### src/rtl/upsample.sv
// rtl/upsample.sv - zero-order-hold sample-rate upconverter with one-entry prefetch
module upsample #(
  parameter int SAMPLE_RATE_IN  = 20_000,
  parameter int SAMPLE_RATE_OUT = 122_880,
  parameter int DATA_WIDTH      = 32
) (
  input  logic                  clk_in,
  input  logic                  rst_in,
  input  logic                  signal_axis_tvalid,
  input  logic [DATA_WIDTH-1:0] signal_axis_tdata,
  output logic                  signal_axis_tready,
  input  logic                  upsample_axis_tready,
  output logic                  upsample_axis_tvalid,
  output logic [DATA_WIDTH-1:0] upsample_axis_tdata,
  input  logic                  underrun_clr_in,
  output logic                  underrun_out
);

  // One extra bit so phase + rate_in never wraps before the compare.
  localparam int PW = $clog2(SAMPLE_RATE_OUT) + 1;
  localparam logic [PW-1:0] RATE_IN  = PW'(SAMPLE_RATE_IN);
  localparam logic [PW-1:0] RATE_OUT = PW'(SAMPLE_RATE_OUT);

  logic [DATA_WIDTH-1:0] r_next_data;
  logic [DATA_WIDTH-1:0] r_hold_data;
  logic                  r_next_valid;
  logic                  r_hold_valid;
  logic [PW-1:0]         r_phase;
  logic                  r_underrun;

  logic                  w_in_hs;
  logic                  w_out_hs;
  logic                  w_load;
  logic                  w_due;
  logic                  w_advance;
  logic                  w_underrun_set;
  logic [PW-1:0]         w_phase_sum;

  assign signal_axis_tready   = ~r_next_valid;
  assign upsample_axis_tvalid = r_hold_valid;
  assign upsample_axis_tdata  = r_hold_data;
  assign underrun_out         = r_underrun;

  assign w_in_hs        = signal_axis_tvalid & ~r_next_valid;
  assign w_out_hs       = r_hold_valid & upsample_axis_tready;
  // Hold slot empty with a sample waiting: start a fresh repeat run at phase 0.
  assign w_load         = ~r_hold_valid & r_next_valid;
  assign w_phase_sum    = r_phase + RATE_IN;
  // The beat being sent is the last repeat of the held sample.
  assign w_due          = w_out_hs & (w_phase_sum >= RATE_OUT);
  assign w_advance      = w_due & r_next_valid;
  assign w_underrun_set = w_due & ~r_next_valid;

  // Control state: prefetch/hold occupancy and the fractional phase accumulator
  always_ff @(posedge clk_in or posedge rst_in) begin
    if (rst_in) begin
      r_next_valid <= 1'b0;
      r_hold_valid <= 1'b0;
      r_phase      <= '0;
    end else begin
      // Accept only happens while next is empty, so it never collides with
      // the load/advance paths below, which both require next to be full.
      if (w_in_hs) begin
        r_next_valid <= 1'b1;
      end
      if (w_load) begin
        r_hold_valid <= 1'b1;
        r_next_valid <= 1'b0;
        r_phase      <= '0;
      end else if (w_out_hs) begin
        if (!w_due) begin
          r_phase <= w_phase_sum;
        end else if (r_next_valid) begin
          r_next_valid <= 1'b0;
          r_phase      <= w_phase_sum - RATE_OUT;
        end else begin
          // Starved: drop the held sample so the next one restarts at phase 0.
          r_hold_valid <= 1'b0;
          r_phase      <= '0;
        end
      end
    end
  end

  // Sample data path; qualified by the valid flags so no reset is needed
  always_ff @(posedge clk_in) begin
    if (w_in_hs) begin
      r_next_data <= signal_axis_tdata;
    end
    if (w_load || w_advance) begin
      r_hold_data <= r_next_data;
    end
  end

  // Sticky starvation flag; a coincident set beats the clear
  always_ff @(posedge clk_in or posedge rst_in) begin
    if (rst_in) begin
      r_underrun <= 1'b0;
    end else if (w_underrun_set) begin
      r_underrun <= 1'b1;
    end else if (underrun_clr_in) begin
      r_underrun <= 1'b0;
    end
  end

endmodule

### config.mk
export PLATFORM = sky130hd
export DESIGN_NAME = upsample
export DESIGN_NICKNAME = d
export VERILOG_FILES = /design/src/rtl/upsample.sv
export SDC_FILE = /design/constraint.sdc
export NUM_CORES = 1
export LEC_CHECK = 0
export ABC_AREA = 1
export CAP_MARGIN = 20
export CORE_MARGIN = 5
export CORE_UTILIZATION = 30
export CTS_CLUSTER_SIZE = 16
export DETAILED_ROUTE_END_ITERATION = 7
export PLACE_DENSITY = 0.61
export SETUP_SLACK_MARGIN = 0.2
export SLEW_MARGIN = 25
export SYNTH_ARGS = -nofsm -noshare
export SYNTH_HDL_FRONTEND = slang
export SYNTH_SLANG_ARGS = --single-unit
### constraint.sdc
create_clock -name clk_in -period 3.83 [get_ports clk_in]
set_input_delay 0.9575 -clock clk_in [delete_from_list [all_inputs] [get_ports clk_in]]
set_output_delay 0.9575 -clock clk_in [all_outputs]
set_load 0.02 [all_outputs]
# Word level (Yosys, flattened, before mapping)
# Cells that the tools add are included.
[classes]
addsub = 2
order_cmp = 1
n_eq_ne = 1
mux = 15
n_bitwise = 8
reduce_logical = 5
[ops]
columns = ["operator", "count"]
rows = [
  ["18-bit two-way mux", 4],
  ["18-bit by 15-bit adder with 18-bit output (second input constant)", 1],
  ["18-bit by 17-bit >= comparator with 1-bit output (second input constant)", 1],
  ["18-bit by 17-bit subtractor with 18-bit output (second input constant)", 1],
  ["1-bit two-way mux", 11],
  ["1-bit AND", 6],
  ["2-bit nonzero test", 3],
  ["3-bit AND reduction", 1],
  ["2-bit by 1-bit inequality test with 1-bit output (second input constant)", 1],
  ["1-bit NOT", 2],
  ["1-bit logical OR", 1],
]
[totals]
reg_bits = 85
in_bits = 37
output_inout_bits = 35
word_cells = 38

# Logic depth before layout (Yosys ltp)
# Gate-level depths: netlist of run 1.
[logic_depth]
word_depth = 7
ltp_mapped = 14
ltp_nobuf = 14

# Worst setup path after synthesis of run 1
# Ideal clock, no wire load.
[synth_path]
path_kind = "input to register"
startpoint = "in signal_axis_tvalid"
endpoint = "reg r_next_data[0] (enable)"
arrival_time_ns = 2.347
t_required_ns = 3.408
slack_ns = 1.062
stages = 2
cell_sequence = "inv_1 > nor2_1"
[synth_via]
elab_chain_cells = 1
[synth_lines]
columns = ["element", "line", "source"]
rows = [
  ["from (decl)", "9", "input logic signal_axis_tvalid,"],
  ["1-bit AND", "44", "assign w_in_hs = signal_axis_tvalid & ~r_next_valid;"],
  ["via w_in_hs", "31", "logic w_in_hs;"],
  ["to (signal assigned)", "88", "r_next_data <= signal_axis_tdata;"],
  ["to (decl)", "24", "logic [DATA_WIDTH-1:0] r_next_data;"],
]
# The timed path passes the listed nets, and every way through them passes these cells.
# A chain may end at the register's enable or synchronous reset.

# Worst setup path in the final report of run 1
[layout_path]
startpoint = "reg r_next_valid"
endpoint = "out signal_axis_tready"
[layout_via]
elab_chain_cells = 1
[layout_lines]
columns = ["element", "line", "source"]
rows = [
  ["from (decl)", "26", "logic r_next_valid;"],
  ["from (signal assigned)", "57", "r_next_valid <= 1'b0;"],
  ["from (signal assigned)", "64", "r_next_valid <= 1'b1;"],
  ["from (signal assigned)", "68", "r_next_valid <= 1'b0;"],
  ["1-bit NOT", "39", "assign signal_axis_tready = ~r_next_valid;"],
  ["to (decl)", "11", "output logic signal_axis_tready,"],
]
# Every way passes these cells.

==> results_dict.tcl, run 1 <==
set metrics [dict create \
    synthToLayoutAreaGrowth_pct 36.5 \
    crit_required_ns 2.87 \
    cp_slowest_stage_delay_ns 0.68 \
    htreeDepth 3 \
    syn_area_per_cell_um2 12.9 \
    fin_crit_ns 2.79 \
    crit_fanout 8 \
    path_cells "inv_1 -> clkdlybuf4s50_1" \
    routabilityCongestion 0.804 \
    max_slew_margin 0.419 \
    placed_cell_area_um2 3980 \
    ys_async_sr_fraction 0.200 \
    hold_viol 0 \
    overflow 0 \
    path_class "register to primary output" \
    worstSkewPairLatency_ns 0.33 \
    path_buf_inv 2 \
    antenna_found_initial 0 \
    cts_setup_buffers 0 \
    hold_path.class "register to register" \
    coreArea_um2 10200 \
    maxCapViolCount 0 \
    vias 1907 \
    antenna_left 0 \
    ys_seq_area_frac 0.753 \
    syn_nets 278 \
    slew_viol_final 0 \
    yosys.area.top_type "edfxtp_1" \
    netlist_instances 239 \
    port_buffers 71 \
    cp_top_family "buffers and inverters" \
    totalWireLength_mm 5.90 \
    ys_seq_elements 80 \
    synth_flop_cell "edfxtp_1" \
    final_common_cell "nand2_1" \
    cts_root_buf "clkbuf_8" \
    p_leak_uw 0.00162 \
    die_h_um 111 \
    startpoint_type "register" \
    route.detailed.drc 0 \
    synth_cell_types 26 \
    timing.fmax_mhz 359 \
    critPathCaptureType "primary output" \
    fin_tns_setup_ns 0 \
    yosys.area.top_type_share 0.623 \
    synth_area_um2 3080 \
    setup_violations 0 \
    ioPinCount 72 \
    cts.reportedPaths.clkPinSlew_ns 0.08 \
    drt_pass1_iterations 4 \
    drt_iter0_drc 101 \
    layout_worst_path_cycle_share 0.727 \
    cts_tree "built" \
    grt_first_pass_wirelength_mm 9.85 \
    layout_common_cells "nand2_1, clkdlybuf4s50_1, edfxtp_1" \
    hpwlAfterDp_mm 4.41 \
    post-route-cell-area_um2 4210 \
    cts_resized 0 \
    synth_warnings 0 \
    routed_via_density 4.13 \
    status "complete, no violations" \
    avgRoutedWirePerCell_um 12.8 \
    die-width_um 111 \
    vdd_drop_max_uv 243 \
    nets 360 \
    cts.path.max_buffers 2 \
    die_area_um2 12400 \
    worst_slew_pin_slew_ns 0.869 \
    first_global_vias 1952 \
    synth_area_leaders "edfxtp_1, dfrtp_1, nand2_1" \
    rows 37 \
    grt_max_degree 34 \
    drive_gt1_frac 0.123 \
    p_per_area_nw_per_um2 706 \
    numCtsBuffers 9 \
    fin_worst_skew_ns 0.00661 \
    rsz0062_at_grt "no" \
    slowest_stage "clkdlybuf4s50_1" \
    cts_hold_buf 0 \
    cts.sinks 80 \
    track_usage 0.100 \
    num_antenna_cells 0 \
    synth_edf_count 64 \
    crit_arrival_ns 1.83 \
    start_util 0.303 \
]
[worst paths after layout]
check,start,endpoint,slack [ns],depth (start not counted)
max,r_next_valid,signal_axis_tready,1.04,2
min,r_next_data[12],upsample_axis_tdata[12],0.42,0
max reg2reg,r_phase[5],upsample_axis_tdata[22],1.44,12
min reg2reg,r_next_data[12],upsample_axis_tdata[12],0.42,0
max in group asynchronous,rst_in,r_phase[11],2.40,2
min in group asynchronous,rst_in,r_phase[10],1.01,2
[sequential cells by signal, indices dropped and copies added (netlist names)]
| register | flops |
|---|---|
| r_next_data | 32 |
| r_next_valid | 1 |
| r_phase | 13 |
| underrun_out | 1 |
| upsample_axis_tdata | 32 |
| upsample_axis_tvalid | 1 |
[cells in the mapped netlist (2+ instances only)]
cell	instances
nor2_2	3
inv_1	15
o21ai_0	4
a31oi_1	2
ha_1	2
edfxtp_1	64
nand2_1	73
o21ai_1	2
a21oi_1	3
dfrtp_1	16
nand3_1	13
xor2_1	5
nor2_1	13
inv_2	4
nand3_2	3
nand2_4	2
nand2_2	6
[stage by stage]
stage          utilization  power [µW]  instances  hold WS [ns]  setup WS, ns
3_3_place_gp         0.391        2330        445         0.400          1.14
4_1_cts              0.411        2990        461         0.417          1.01
2_1_floorplan            -        1970        239         0.400          1.06
6_report             0.413        2970        462         0.418          1.04
3_5_place_dp         0.391        2360        445         0.405          1.11
5_1_grt              0.413        3180        462         0.424         0.963
[cell families after synthesis]
group / count (synthesis) / share of synthesized area
simple gates: 114 / 0.164
flops: 80 / 0.753
buf+inv: 23 / 0.0288
compound gates: 14 / 0.0292
xor+xnor: 6 / 0.0170
fa+ha+maj: 2 / 0.00812
[routing by layer]
layer	up-vias	wire length [µm]	track usage	share of wire
met5	-	0	0	0
met4	0	112	0.0422	0.019
met3	8	252	0.0283	0.043
met2	40	3070	0.172	0.52
met1	889	2460	0.117	0.42
li1	970	-	-	-
[where the power goes]
part | internal (µW) | leakage (µW) | total (µW) | switching (µW)
Sequential | 1180 | 0.000779 | 1300 | 122
Combinational | 423 | 0.000738 | 1060 | 632
Clock | 309 | 0.000102 | 615 | 307
[final cells by class]
cell class	count	area [µm²]
multi-input cells	136	687
inverters	21	80.1
clock inverters	7	80.1
fillers	966	5980
flip-flops and latches	80	2320
clock buffers	9	124
well taps	136	170
repair buffers	73	746
Power figures use the tool's default switching activity.
==> run 2: changes to the inputs <==
- clock period: 3.83 -> 2.76 ns (I/O delays scaled with it)
==> run 2 against run 1 <==
  * Final cell count grew 0.65%
  * Cell area grew 1.0%
  * Combinational power grew 41%
  * Critical path type unchanged
  * Critical endpoint unchanged
  * Largest power group unchanged
==> results_dict.tcl, run 2 (synthesis results as in run 1) <==
set metrics [dict create \
    ioPinCount 72 \
    cp_slowest_stage_delay_ns 0.68 \
    maxCapViolCount 0 \
    grt_max_degree 34 \
    num_antenna_cells 0 \
    cts_root_buf "clkbuf_8" \
    final_common_cell "nand2_1" \
    fin_crit_ns 2.34 \
    hold_viol 0 \
    met1_length_mm 2.65 \
    synthToLayoutAreaGrowth_pct 37.9 \
    fin_tns_setup_ns 0 \
    critPathLaunch "r_next_valid" \
    path_class "register to primary output" \
    p_per_area_nw_per_um2 993 \
    port_buffers 71 \
    coreArea_um2 10200 \
    htreeDepth 3 \
    numCtsBuffers 9 \
    critPathCaptureType "primary output" \
    first_global_vias 1963 \
    hold_path.class "register to register" \
    slew_viol_final 0 \
    status "complete, no violations" \
    worstSkewPairLatency_ns 0.33 \
    start_util 0.303 \
    path_cells "inv_1 -> clkdlybuf4s50_1" \
    cts.reportedPaths.clkPinSlew_ns 0.08 \
    nets 364 \
    cp_top_family "buffers and inverters" \
    vdd_drop_max_uv 419 \
    routed_via_density 4.14 \
    rsz0062_at_grt "no" \
    route.detailed.drc 0 \
    cts_tree "built" \
    grt_first_pass_wirelength_mm 9.93 \
    antenna_found_initial 0 \
    hold_start "r_next_data[30]" \
    worst_slew_pin_slew_ns 0.648 \
    r2r_start "r_phase[5]" \
    avgRoutedWirePerCell_um 13.2 \
    antenna_left 0 \
    hpwlAfterDp_mm 4.51 \
    overflow 0 \
    num-fill-cells 968 \
    totalWireLength_mm 6.14 \
    cts_hold_buf 0 \
    slowest_stage "clkdlybuf4s50_1" \
    crit_arrival_ns 1.65 \
    drt_pass1_iterations 4 \
    setup_violations 0 \
    drt_iter0_drc 93 \
    met3WireLength_um 233 \
    drive_gt1_frac 0.131 \
    cts.sinks 80 \
    startpoint_type "register" \
    die-width_um 111 \
    fin_worst_skew_ns 0.00687 \
    crit_fanout 6 \
    rows 37 \
    layout_worst_path_cycle_share 0.849 \
    routabilityCongestion 0.847 \
    cts_setup_buffers 0 \
    vias 1925 \
    met2WireLength_mm 3.19 \
    holdWs_ns 0.421 \
    track_usage 0.101 \
    p_leak_uw 0.00164 \
    cts.path.max_buffers 2 \
    layout_common_cells "nand2_1, clkdlybuf4s50_1, edfxtp_1" \
    max_slew_margin 0.568 \
    crit_required_ns 2.07 \
    top_layer "met4" \
    die_h_um 111 \
    path_buf_inv 2 \
    cts_resized 0 \
    timing.fmax_mhz 427 \
    die_area_um2 12400 \
]
run 2: path summary, 6_finish.rpt:
path                            slack, ns                 endpoint  cells after the start
min in group asynchronous            0.74     upsample_axis_tvalid                      2
worst min-delay path                 0.42  upsample_axis_tdata[30]                      0
worst max register to register       0.43   upsample_axis_tdata[7]                     12
worst min register to register       0.42  upsample_axis_tdata[30]                      0
max in group asynchronous            1.61              r_phase[10]                      2
worst max-delay path                 0.42       signal_axis_tready                      2
run 2: per-stage QoR:
step	total power (µW)	area, µm²	cells	setup WS, ns	util
after floorplan	2740	3080	239	0.259	-
after global placement	3260	4010	449	0.456	0.393
after detailed placement	3290	4010	449	0.391	0.393
after CTS	4230	4220	464	0.368	0.415
after global routing	4500	4250	465	0.261	0.417
final	4220	4250	465	0.416	0.417
run 2: area by class of cell:
| type | instances | area (µm²) | area share |
|---|---|---|---|
| clock buffers | 9 | 124 | 0.0291 |
| inverters | 21 | 80.1 | 0.0188 |
| well taps | 136 | 170 | 0.0400 |
| multi-input cells | 136 | 687 | 0.162 |
| clock inverters | 6 | 92.6 | 0.0218 |
| flip-flops and latches | 80 | 2320 | 0.546 |
| repair buffers | 77 | 776 | 0.182 |
run 2: worst register-to-register path: cells and delay by family, from the launching register on:
family                     cells  cell delay, ns
and+or+nand+nor                9            0.99
DFF                            1            0.40
buffers and inverters          1            0.23
adders and majority gates      1            0.21
AOI/OAI and AO/OA              1            0.18
run 2: where the power goes:
group          switching (µW)  internal (µW)  total, µW
Sequential                158           1640       1800
Combinational             891            601       1490
Clock                     423            511        934
run 2: routing by layer:
metal / vias to the layer above / global-route usage
li1: 974 / -
met1: 907 / 0.121
met2: 40 / 0.176
met3: 4 / 0.0272
met4: 0 / 0.0316
met5: - / 0
==> run 3: changes to the inputs <==
- clock period: 2.76 -> 2.2 ns (I/O delays scaled with it)
==> run 3 against run 2 <==
  * Critical endpoint is now upsample_axis_tdata[24]
  * Setup slack worse by 0.29 ns
  * Hold slack got worse by 0.0083 ns
  * Sequential share of layout area shrank 1.8 points
  * Routed wire length fell by 0.78%
  * Non-clock buffer count is 14 higher
  * Critical path type is now register to register
==> results_dict.tcl, run 3 (synthesis results as in run 1) <==
set metrics [dict create \
    setup_violations 0 \
    worstSkewPairLatency_ns 0.33 \
    die-width_um 111 \
    vias 1975 \
    coreArea_um2 10200 \
    layout_worst_path_cycle_share 0.942 \
    num_antenna_cells 0 \
    final_common_cell "clkdlybuf4s50_1" \
    die_h_um 111 \
    totalWireLength_mm 6.10 \
    die_area_um2 12400 \
    met1_usage 0.120 \
    slew_viol_final 0 \
    fin_crit_ns 2.07 \
    synthToLayoutAreaGrowth_pct 42.7 \
    numCtsBuffers 9 \
    overflow 0 \
    grt_use_met3 0.0185 \
    hold_path.class "register to register" \
    start_util 0.303 \
    startpoint_type "register" \
    ioPinCount 72 \
    maxCapViolCount 0 \
    hold_viol 0 \
    worst_slew_pin_slew_ns 0.635 \
    layout_common_cells "clkdlybuf4s50_1, nand2_1, edfxtp_1" \
    slowest_stage "dfrtp_1" \
    cts.path.max_buffers 2 \
    track_usage 0.0976 \
    p_switching_uw 1950 \
    rsz0062_at_grt "yes" \
    seqPwrFrac 0.415 \
    num-fill-cells 975 \
    htreeDepth 3 \
    cts_tree "built" \
    grt_max_degree 33 \
    first_global_vias 2013 \
    p_sw_frac 0.362 \
    timing.fmax_mhz 482 \
    crit_required_ns 2.25 \
    p_leak_uw 0.00171 \
    p_per_area_nw_per_um2 1220 \
    routabilityCongestion 0.842 \
    hpwlAfterDp_mm 4.23 \
    final_cells 480 \
    path_class "register to register" \
    nets 378 \
    path_cells "ha_2 -> nand3_4 -> nor2_4 -> nand2_4 -> nand3_2 -> nand2_2 -> nor2_2 -> nand3_2 -> nand2_4 -> nand3_4 -> o21ai_4 -> clkbuf_16" \
    use_met2 0.170 \
    drive_gt1_frac 0.192 \
    drt_pass1_iterations 4 \
    crit_arrival_ns 2.12 \
    clkPwrFrac 0.179 \
    fin_worst_skew_ns 0.0170 \
    max_slew_margin 0.576 \
    busiest_layer "met2" \
    vdd_drop_max_uv 526 \
    cts_root_buf "clkbuf_8" \
    fin_tns_setup_ns 0 \
    routed_via_density 4.11 \
    critPathCaptureType "register" \
    antenna_found_initial 0 \
    internal-power_uw 3430 \
    rows 37 \
    cts.reportedPaths.clkPinSlew_ns 0.09 \
    port_buffers 71 \
    p_comb_frac 0.406 \
    route.detailed.drc 0 \
    cts.sinks 80 \
    placedCellCount 452 \
    cts_hold_buf 0 \
    crit_fanout 6 \
    antenna_left 0 \
    drt_iter0_drc 120 \
    cp_slowest_stage_delay_ns 0.37 \
    status "complete, no violations" \
    avgRoutedWirePerCell_um 12.7 \
    grt_first_pass_wirelength_mm 9.78 \
]
-- run 3: cell count changes in the layout (fill, tap and decap cells not counted), moves of 2 or more --
cell	delta
nand3_4	+2
bufinv_16	-2
nor2_1	-2
nand2_1	-4
buf_12	+2
inv_6	-2
nor2_2	+2
nand2_2	+3
buf_6	+2
clkinv_4	+4
buf_4	+10
-- run 3: cell type report --
type / instances / area (µm²) / share of cell area
flip-flops and latches: 80 / 2320 / 0.528
repair buffers: 91 / 910 / 0.207
clock buffers: 9 / 124 / 0.0282
multi-input cells: 136 / 733 / 0.167
inverters: 21 / 83.8 / 0.0191
clock inverters: 7 / 56.3 / 0.0128
well taps: 136 / 170 / 0.0387
-- run 3: critical path: cells and delay by family (launching register included) --
family                     cells  cell delay [ns]
buffers and inverters          1             0.22
DFF                            1             0.37
AOI/OAI and AO/OA              1             0.15
and+or+nand+nor                9             0.83
adders and majority gates      1             0.22
-- run 3: path summary, 6_finish.rpt --
path | startpoint | to | slack [ns] | cells after the start
min in group asynchronous | rst_in | upsample_axis_tvalid | 0.59 | 2
hold / removal | r_next_data[18] | upsample_axis_tdata[18] | 0.41 | 0
setup reg to reg | r_phase[5] | upsample_axis_tdata[24] | 0.13 | 12
max in group asynchronous | rst_in | r_phase[17] | 1.18 | 2
hold reg to reg | r_next_data[18] | upsample_axis_tdata[18] | 0.41 | 0
setup / recovery | r_phase[5] | upsample_axis_tdata[24] | 0.13 | 12
-- run 3: repair_timing --
action | in CTS | in global routing
endpoints found under the setup margin | 32 | 43
setup buffers | 4 | 6
pin swaps | 0 | 6
resized for setup | 3 | 10
cloned | 0 | 2
-- run 3: stage by stage --
stage	util	hold WS (ns)	instance area, µm²	total power [µW]	setup slack [ns]
detailed placement	0.399	0.405	4060	4190	0.131
floorplan	-	0.400	3110	3460	0.128
finish	0.432	0.413	4400	5380	0.127
global placement	0.399	0.401	4060	4160	0.168
CTS	0.420	0.412	4280	5240	0.126
global route	0.432	0.423	4400	5750	0.0158
-- run 3: layer usage --
metal  vias up  wire, µm  share of wire
li1       1005         -              -
met1       924      2670           0.44
met2        42      3170           0.52
met3         4       182          0.030
met4         0        70          0.011
met5         -         0              0
-- run 3: power by group through the flow --
stage,clock [µW],sequential [µW],combinational (µW)
after floorplan,0,2460,997
after global placement,0,2270,1900
after detailed placement,0,2270,1920
after CTS,1010,2220,2010
after global routing,1070,2270,2400
final,964,2230,2180
